$ cat config.mk
export PLATFORM = sky130hd
export DESIGN_NAME = ps2_scancode_rx
export DESIGN_NICKNAME = d
export VERILOG_FILES = /design/src/rtl/ps2_pkg.sv /design/src/rtl/ps2_filter.sv /design/src/rtl/ps2_scancode_rx.sv
export SDC_FILE = /design/constraint.sdc
export NUM_CORES = 1
export LEC_CHECK = 0
export ABC_CLOCK_PERIOD_IN_PS = 2500
export CAP_MARGIN = 20
export CORE_AREA = 3 3 70 86
export CTS_BUF_LIST = sky130_fd_sc_hd__clkbuf_4 sky130_fd_sc_hd__clkbuf_8 sky130_fd_sc_hd__clkbuf_16
export DETAILED_ROUTE_END_ITERATION = 16
export DIE_AREA = 0 0 73 89
export PLACE_DENSITY = 0.77
export SYNTH_ARGS = -nofsm -noshare
export SYNTH_HDL_FRONTEND = slang
export SYNTH_HIERARCHICAL = 1
export SYNTH_SLANG_ARGS = --single-unit
$ cat constraint.sdc
create_clock -name clk_24 -period 2.5 [get_ports clk_24]
set_input_delay 0.5 -clock clk_24 [delete_from_list [all_inputs] [get_ports clk_24]]
set_output_delay 0.5 -clock clk_24 [all_outputs]
set_load 0.02 [all_outputs]
$ cat src/rtl/ps2_pkg.sv
// ps2_pkg
// Shared definitions for the PS/2 scan-code receiver:
//   - ps2_state_e : receiver FSM states (IDLE, SHIFT, CHECK)
//   - BYTE_*      : prefix bytes and keyboard status bytes
//   - E1_SKIP_LEN : bytes swallowed after an E1 (Pause/Break) prefix
//   - is_status_byte() : true for bytes that are dropped without an event
package ps2_pkg;

  typedef enum logic [1:0] {
    IDLE  = 2'd0,
    SHIFT = 2'd1,
    CHECK = 2'd2
  } ps2_state_e;

  // Prefix bytes
  localparam logic [7:0] BYTE_E0 = 8'hE0;  // extended key
  localparam logic [7:0] BYTE_F0 = 8'hF0;  // key release
  localparam logic [7:0] BYTE_E1 = 8'hE1;  // Pause/Break sequence

  // Keyboard status / protocol bytes that never produce a key event
  localparam logic [7:0] BYTE_AA = 8'hAA;  // self-test passed
  localparam logic [7:0] BYTE_FA = 8'hFA;  // ack
  localparam logic [7:0] BYTE_EE = 8'hEE;  // echo
  localparam logic [7:0] BYTE_FE = 8'hFE;  // resend
  localparam logic [7:0] BYTE_00 = 8'h00;  // buffer overrun
  localparam logic [7:0] BYTE_FF = 8'hFF;  // error / overrun

  // E1 is followed by 7 more bytes that describe Pause; none of them is a key
  localparam logic [2:0] E1_SKIP_LEN = 3'd7;

  function automatic logic is_status_byte(input logic [7:0] b);
    return (b == BYTE_AA) || (b == BYTE_FA) || (b == BYTE_EE) ||
           (b == BYTE_FE) || (b == BYTE_00) || (b == BYTE_FF);
  endfunction

endpackage

$ cat src/rtl/ps2_filter.sv
// ps2_filter
// Brings the raw PS/2 lines into the clk_24 domain and turns the keyboard
// clock into a clean single-cycle sample strobe.
// Ports:
//   clk_24, reset_n : system clock, async active-low reset
//   ps2_clk         : raw keyboard clock (asynchronous)
//   ps2_data        : raw keyboard data (asynchronous)
//   fall_pulse      : one-cycle pulse on each falling edge of the filtered clock
//   data_s          : synchronized ps2_data, sample it when fall_pulse is high
module ps2_filter #(
  parameter int FILTER_LEN = 8
) (
  input  logic clk_24,
  input  logic reset_n,
  input  logic ps2_clk,
  input  logic ps2_data,
  output logic fall_pulse,
  output logic data_s
);

  localparam int CW = (FILTER_LEN > 1) ? $clog2(FILTER_LEN) : 1;

  logic [1:0]    r_clk_sync;
  logic [1:0]    r_dat_sync;
  logic          r_clk_filt;
  logic [CW-1:0] r_cnt;
  logic          r_fall;
  logic          w_clk_s;

  assign w_clk_s    = r_clk_sync[1];
  assign data_s     = r_dat_sync[1];
  assign fall_pulse = r_fall;

  // Idle PS/2 lines are high, so the synchronizers and the filter reset to 1
  // to avoid a phantom falling edge right after reset.
  always_ff @(posedge clk_24 or negedge reset_n) begin
    if (!reset_n) begin
      r_clk_sync <= 2'b11;
      r_dat_sync <= 2'b11;
      r_clk_filt <= 1'b1;
      r_cnt      <= '0;
      r_fall     <= 1'b0;
    end else begin
      r_clk_sync <= {r_clk_sync[0], ps2_clk};
      r_dat_sync <= {r_dat_sync[0], ps2_data};
      r_fall     <= 1'b0;
      // r_cnt counts consecutive samples that disagree with the filtered
      // level; any agreeing sample restarts the run, so glitches die here.
      if (w_clk_s == r_clk_filt) begin
        r_cnt <= '0;
      end else if (r_cnt == CW'(FILTER_LEN - 1)) begin
        r_cnt      <= '0;
        r_clk_filt <= w_clk_s;
        r_fall     <= ~w_clk_s;
      end else begin
        r_cnt <= r_cnt + 1'b1;
      end
    end
  end

endmodule

$ cat src/rtl/ps2_scancode_rx.sv
// ps2_scancode_rx
// Receives 11-bit PS/2 keyboard frames and decodes scan-code set 2 key events
// (E0 extended prefix, F0 release prefix, E1 Pause sequence swallowed).
// Ports:
//   clk_24, reset_n : system clock, async active-low reset
//   ps2_clk/ps2_data: raw keyboard lines
//   key_strobe      : one-cycle pulse per decoded key event
//   key_pressed     : 1 = make, 0 = break (held until next strobe)
//   key_extended    : event had an E0 prefix (held until next strobe)
//   key_code        : final scan code byte (held until next strobe)
//   parity_err      : one-cycle pulse, frame failed odd parity
//   frame_err       : one-cycle pulse, bad start/stop bit or timeout
module ps2_scancode_rx
  import ps2_pkg::*;
#(
  parameter int FILTER_LEN     = 8,
  parameter int TIMEOUT_CYCLES = 48000
) (
  input  logic       clk_24,
  input  logic       reset_n,
  input  logic       ps2_clk,
  input  logic       ps2_data,
  output logic       key_strobe,
  output logic       key_pressed,
  output logic       key_extended,
  output logic [7:0] key_code,
  output logic       parity_err,
  output logic       frame_err
);

  localparam int TW = $clog2(TIMEOUT_CYCLES + 1);

  logic          w_fall;
  logic          w_data;
  logic [7:0]    w_byte;
  logic          w_par_ok;
  logic          w_stop;

  ps2_state_e    r_state;
  logic [3:0]    r_bitcnt;
  logic [9:0]    r_frame;   // {stop, parity, data[7:0]} once complete
  logic [TW-1:0] r_to;
  logic          r_ext;
  logic          r_rel;
  logic [2:0]    r_skip;

  ps2_filter #(.FILTER_LEN(FILTER_LEN)) u_filter (
    .clk_24     (clk_24),
    .reset_n    (reset_n),
    .ps2_clk    (ps2_clk),
    .ps2_data   (ps2_data),
    .fall_pulse (w_fall),
    .data_s     (w_data)
  );

  assign w_byte   = r_frame[7:0];
  assign w_par_ok = ^r_frame[8:0];  // odd parity over data + parity bit
  assign w_stop   = r_frame[9];

  always_ff @(posedge clk_24 or negedge reset_n) begin
    if (!reset_n) begin
      r_state      <= IDLE;
      r_bitcnt     <= '0;
      r_frame      <= '0;
      r_to         <= '0;
      r_ext        <= 1'b0;
      r_rel        <= 1'b0;
      r_skip       <= '0;
      key_strobe   <= 1'b0;
      key_pressed  <= 1'b0;
      key_extended <= 1'b0;
      key_code     <= '0;
      parity_err   <= 1'b0;
      frame_err    <= 1'b0;
    end else begin
      key_strobe <= 1'b0;
      parity_err <= 1'b0;
      frame_err  <= 1'b0;
      case (r_state)
        IDLE: begin
          r_to     <= '0;
          r_bitcnt <= '0;
          if (w_fall) begin
            if (!w_data) r_state   <= SHIFT;
            else         frame_err <= 1'b1;  // start bit must be 0
          end
        end

        SHIFT: begin
          if (w_fall) begin
            // LSB arrives first, so shift in from the top
            r_frame  <= {w_data, r_frame[9:1]};
            r_to     <= '0;
            r_bitcnt <= r_bitcnt + 1'b1;
            if (r_bitcnt == 4'd9) r_state <= CHECK;
          end else if (r_to == TW'(TIMEOUT_CYCLES - 1)) begin
            // Keyboard went silent mid-frame; prefix flags survive so a
            // retransmitted byte still pairs with its earlier prefix.
            r_state   <= IDLE;
            r_frame   <= '0;
            r_bitcnt  <= '0;
            r_to      <= '0;
            frame_err <= 1'b1;
          end else begin
            r_to <= r_to + 1'b1;
          end
        end

        CHECK: begin
          r_state  <= IDLE;
          r_bitcnt <= '0;
          if (!w_par_ok || !w_stop) begin
            // parity_err wins when both faults are present
            if (!w_par_ok) parity_err <= 1'b1;
            else           frame_err  <= 1'b1;
            r_ext  <= 1'b0;
            r_rel  <= 1'b0;
            r_skip <= '0;
          end else if (r_skip != 3'd0) begin
            r_skip <= r_skip - 1'b1;
          end else if (w_byte == BYTE_E0) begin
            r_ext <= 1'b1;
          end else if (w_byte == BYTE_F0) begin
            r_rel <= 1'b1;
          end else if (w_byte == BYTE_E1) begin
            r_skip <= E1_SKIP_LEN;
          end else if (is_status_byte(w_byte)) begin
            r_ext <= 1'b0;
            r_rel <= 1'b0;
          end else begin
            key_strobe   <= 1'b1;
            key_code     <= w_byte;
            key_pressed  <= ~r_rel;
            key_extended <= r_ext;
            r_ext        <= 1'b0;
            r_rel        <= 1'b0;
          end
        end

        default: r_state <= IDLE;
      endcase
    end
  end

endmodule

# [Word-level counts from Yosys, hierarchy flattened]
# Cells that the tools add are included.
[word_totals] in_bits=4 elab_cells=130 regBits=59 out_inout_bits=13
[classes] n_reduce_logical=25 addsub=4 n_eq_ne=25 n_bitwise=9 muxes=49
[op_table] cell="8-bit == test, second input constant" count=8
[op_table] cell="16-bit two-way mux" count=2
[op_table] cell="16-bit case mux with 2 select lines" count=1
[op_table] cell="1-bit two-way mux" count=27
[op_table] cell="3-bit two-way mux" count=7
[op_table] cell="10-bit two-way mux" count=2
[op_table] cell="3-bit != test, second input constant" count=6
[op_table] cell="16-bit by 1-bit adder with 16-bit output, second input constant" count=1
[op_table] cell="16-bit == test, second input constant" count=1
[op_table] cell="4-bit AND reduction" count=4
[op_table] cell="2-bit two-way mux" count=5
[op_table] cell="1-bit NOT" count=9
[op_table] cell="9-bit XOR reduction" count=1
[op_table] cell="8-bit zero test" count=1
[op_table] cell="4-bit two-way mux" count=2
[op_table] cell="4-bit case mux with 2 select lines" count=1
[op_table] cell="7-bit AND reduction" count=1
[op_table] cell="1-bit logical OR" count=6
[op_table] cell="2-bit != test, second input constant" count=3
[op_table] cell="2-bit AND reduction" count=3
[op_table] cell="2-bit nonzero test" count=3
[op_table] cell="3-bit nonzero test" count=2
[op_table] cell="4-bit by 1-bit adder with 4-bit output, second input constant" count=1
[op_table] cell="4-bit == test, second input constant" count=1
[op_table] cell="13 further kinds" count=14

# [Logic depth before layout (Yosys ltp)]
[depth] depth_word=13 mapped_depth=8 mapped_depth_nobuf=7

# [Modules after synthesis]
# Netlist, hierarchy kept.
[by_module_without_submodules] mod="ps2_scancode_rx" n_inst=1 area_each_um2=2762.6 seq_area_each_um2=1251.2 cells_per_inst=273
[by_module_without_submodules] mod="ps2_filter" n_inst=1 area_each_um2=314.1 seq_area_each_um2=231.5 cells_per_inst=17

# [Least setup slack after synthesis]
# OpenSTA, ideal clock, no wires.
[synth_path] path_kind="register to register" start="reg r_frame[2]" end="reg key_code[0]" t_required_ns=2.375 setup_time_ns=0.125 period_less_slack_ns=2.229 stages_incl_launch_ff=9 path_slack_ns=0.271 t_arrival_ns=2.104 n_path_buf=1 cell_sequence="dfrtp_1 -> inv_1 -> ha_1 -> xnor3_1 -> xnor2_2 -> nand2_2 -> nand4b_4 -> buf_6 -> mux2_4"
[synth_via] elab_chain_len=8 word_cells_on_any_way=23 classes_between="8 x eq/ne; 5 x bitwise; 10 x reduce/logical"
[synth_rtl] element="start: declaration" line_no="ps2_scancode_rx.sv:41" rtl="logic [9:0] r_frame;"
[synth_rtl] element="start signal: assignment" line_no="ps2_scancode_rx.sv:92" rtl="r_frame <= {w_data, r_frame[9:1]};"
[synth_rtl] element="8-bit == test" line_no="ps2_pkg.sv:32" rtl="return (b == BYTE_AA) || (b == BYTE_FA) || (b == BYTE_EE) ||"
[synth_rtl] element="1-bit logical OR (3 in a row)" line_no="ps2_pkg.sv:32"
[synth_rtl] element="1-bit logical OR (2 in a row)" line_no="ps2_pkg.sv:33" rtl="(b == BYTE_FE) || (b == BYTE_00) || (b == BYTE_FF);"
[synth_rtl] element="1-bit NOT (no line)"
[synth_rtl] element="7-bit AND reduction (no line) (*)"
[synth_rtl] element="end signal: assignment" line_no="ps2_scancode_rx.sv:132" rtl="key_code <= w_byte;"
[synth_rtl] element="end: declaration" line_no="ps2_scancode_rx.sv:26" rtl="output logic [7:0] key_code,"
# Mark *: on every way between the ends. The rest lies on a longest branch, timed or not.
# A chain may end at the register's enable or synchronous reset.

# [Worst setup path in the final report]
[layout_path] start="reg r_frame[2]" end="reg key_code[4]"
# Same word-level chain as after synthesis.

==> impl_metrics.json <==
{
  "status": "finished, final reports clean",
  "cts_max_level": 3,
  "drtIter0Drc": 132,
  "worstPathRequired_ps": 2730,
  "r2r_setup_slack_ps": 100,
  "crit_path_start_kind": "flip-flop",
  "rr_endpoint": "key_code[4]",
  "path_clk_slew_ps": 70,
  "worst_pin_slew_ps": 664,
  "irDropWorstVdd_uv": 373,
  "io_buffers": 16,
  "power_uw": 1980,
  "swShare_pct": 21.6,
  "timing.final.max_slew_violations": 0,
  "clock_power_share_pct": 45.2,
  "drt-wirelength-per-cell_um": 14.9,
  "reg2reg_from": "r_frame[2]",
  "core_um2": 5260,
  "yosysWarnings": 6,
  "drc": 0,
  "crit_type": "reg2reg",
  "fin_crit_sh_pct": 95.9,
  "critPathSlowestCell": "xnor3_1",
  "cts-root-buf": "clkbuf_8",
  "period_needed_ps": 2400,
  "grt_max_degree": 40,
  "synth_flop_cell": "dfrtp_1",
  "dr.pass1.iters": 4,
  "r2r_cells": 7,
  "vias": 2281,
  "maxSlewHeadroom_pct": 55.7,
  "gp_congestion": 0.811,
  "ys_types": 52,
  "overflow": 0,
  "clock_sinks": 59,
  "finalClockSkew_ps": 7.54,
  "power_frac_seq_pct": 50.9,
  "finalSetupViolCount": 0,
  "clock_latency_ps": 340,
  "track_usage_pct": 20.1,
  "via_per_inst": 5.89,
  "path_delay_family": "XOR/XNOR gates",
  "ios": 17,
  "p_sw_uw": 428,
  "hold_viol": 0,
  "p_per_area_nw_per_um2": 554,
  "antenna_cells": 0,
  "fp.dieArea_um2": 6500,
  "cellLeakagePower_uw": 0.00170,
  "crit_chain": "inv_1, ha_1, xnor3_1, xnor2_2, nand2_2, nand4b_2, mux2_4",
  "syn_nets": 314,
  "routed_wl_um": 5780,
  "cts_tree": "built",
  "syn_avg_cell_area_um2": 10.6,
  "worstSetupEndpoint": "key_code[4]",
  "nFillCells": 404,
  "synth_seq_area_share_pct": 48.2,
  "synthToLayoutAreaGrowth_pct": 16.4,
  "antenna_found_initial": 0,
  "crit_start": "r_frame[2]",
  "row_count": 29,
  "start_util_pct": 58.5,
  "synthArstFlopShare_pct": 100,
  "path_depth": 7,
  "synth_edf_count": 0,
  "crit_path_end_kind": "flip-flop",
  "postRouteAntennaNets": 0,
  "hold_class": "in2async",
  "cts_buffers": 9,
  "max_clock_freq_mhz": 417,
  "dp.final_hpwl_um": 4090,
  "cp_num_buf_inv": 1,
  "final.setup.tns_ps": 0,
  "rsz0062_at_grt": "false",
  "pwr-share-comb_pct": 4.0,
  "cp_max_fo": 8,
  "grt_pass1_wl_um": 9960,
  "ys_ff_latch": 59,
  "drive_gt1_share_pct": 16.6,
  "slowest_delay_ps": 420,
  "syn_area_um2": 3080,
  "worstPathArrival_ps": 2620,
  "grt_pass1_vias": 2284,
  "layout.nets": 344,
  "die_w_um": 73,
  "drv_cap": 0,
  "die_height_um": 89,
  "synthCells": 290,
  "clk_path_buf_depth": 2,
  "p_int_uw": 1550
}
[registers in the layout, indices dropped and copies added (netlist names), 2 cells and up]
name	cells
u_filter/r_clk_sync	2
r_frame	10
r_state	2
r_to	16
r_skip	3
u_filter/r_cnt	3
u_filter/r_dat_sync	2
key_code	8
r_bitcnt	4
[power groups by stage]
stage                     Sequential (µW)  Clock [µW]  Combinational [µW]
after global placement               1020           0                76.8
after floorplan                      1020           0                45.3
final                                1010         896                78.6
after CTS                            1010         916                82.6
after detailed placement             1030           0                81.7
after global routing                 1010         967                93.4
[area by class of cell]
| cell class | count | area, µm² | area share [%] |
|---|---|---|---|
| clock inverter | 4 | 48.8 | 1.36 |
| inverter | 20 | 75.1 | 2.10 |
| sequential | 59 | 1480 | 41.4 |
| clock buffer | 12 | 159 | 4.44 |
| timing repair buffer | 27 | 250 | 6.99 |
| tap | 62 | 77.6 | 2.17 |
| multi-input combinational | 203 | 1490 | 41.6 |
[cell families (layout without fill, tap and decap cells)]
family / count (synthesis) / after routing / synth area share (%)
compound gates: 60 / 60 / 13.2
buf+inv: 29 / 63 / 3.90
mux: 17 / 17 / 6.91
simple gates: 101 / 102 / 17.8
flops: 59 / 59 / 48.2
xor+xnor: 4 / 4 / 1.83
fa+ha+maj: 20 / 20 / 8.13
[metrics by stage]
| step | worst slack (ps) | hold WS, ps | area, µm² | cells | util, % |
|---|---|---|---|---|---|
| after detailed placement | 97.0 | 347 | 3360 | 370 | 63.9 |
| final | 103 | 187 | 3580 | 387 | 68.1 |
| after global placement | 196 | 345 | 3350 | 369 | 63.7 |
| after floorplan | 271 | 204 | 3080 | 290 | - |
| after CTS | 105 | 200 | 3570 | 386 | 67.8 |
| after global routing | 27.7 | 221 | 3580 | 387 | 68.1 |
[synthesized netlist by cell type, types with 4 or more instances]
| master | instances | area [µm²] |
|---|---|---|
| mux2i_1 | 7 | 70.1 |
| inv_1 | 20 | 75.1 |
| nand4_1 | 5 | 31.3 |
| and3_1 | 4 | 25.0 |
| a21oi_1 | 8 | 40.0 |
| a22o_1 | 11 | 96.3 |
| dfrtp_1 | 54 | 1350 |
| nor2b_1 | 4 | 25.0 |
| o21ai_0 | 16 | 80.1 |
| mux2_4 | 8 | 120 |
| a21o_1 | 6 | 45.0 |
| dfstp_2 | 5 | 131 |
| ha_1 | 20 | 250 |
| clkbuf_1 | 5 | 18.8 |
| nor2_1 | 16 | 60.1 |
| nand2_1 | 30 | 113 |
| nand3_1 | 11 | 55.1 |
| nor3_1 | 6 | 30.0 |
| or4_1 | 5 | 37.5 |
[worst reg2reg max path: stages, from the launching register on]
cell	delay [ps]
dfrtp_1	410
inv_1	90
ha_1	290
xnor3_1	420
xnor2_2	200
nand2_2	140
nand4b_2	360
mux2_4	370
[worst min path at each step]
stage	startpoint	cells after the start	to	slack [ps]
2_1_floorplan	reset_n	0	frame_err	200
3_3_place_gp	u_filter/r_dat_sync[0]	0	u_filter/r_dat_sync[1]	350
3_5_place_dp	u_filter/r_clk_sync[0]	0	u_filter/r_clk_sync[1]	350
4_1_cts	reset_n	1	key_strobe	200
5_1_grt	reset_n	1	key_code[4]	220
6_report	reset_n	1	key_strobe	190
[cell usage in the layout, fill, tap and decap left out, types with 6 or more instances in the layout]
cell / instances
dfrtp_1: 54
nand2_1: 30
inv_1: 20
ha_1: 20
nor2_1: 16
o21ai_0: 16
clkdlybuf4s50_1: 15
nand3_1: 11
a22o_1: 11
clkbuf_8: 11
buf_4: 10
mux2_4: 8
a21oi_1: 8
mux2i_1: 7
nor3_1: 6
a21o_1: 6
[layer usage]
layer,vias up,part of all wire (%),global-route usage (%)
met5,-,0,0
met2,54,52,34.9
met3,12,3.8,5.40
met1,1113,42,22.3
met4,0,2.5,10.7
li1,1102,-,-
[what timing repair did]
item	4_1_cts	5_1_grt
hold buffers	0	0
buffers inserted	0	0
endpoints found under the hold margin	0	0
endpoints found under the setup margin	0	1
resized for setup	0	0
Power figures use the tool's default switching activity.
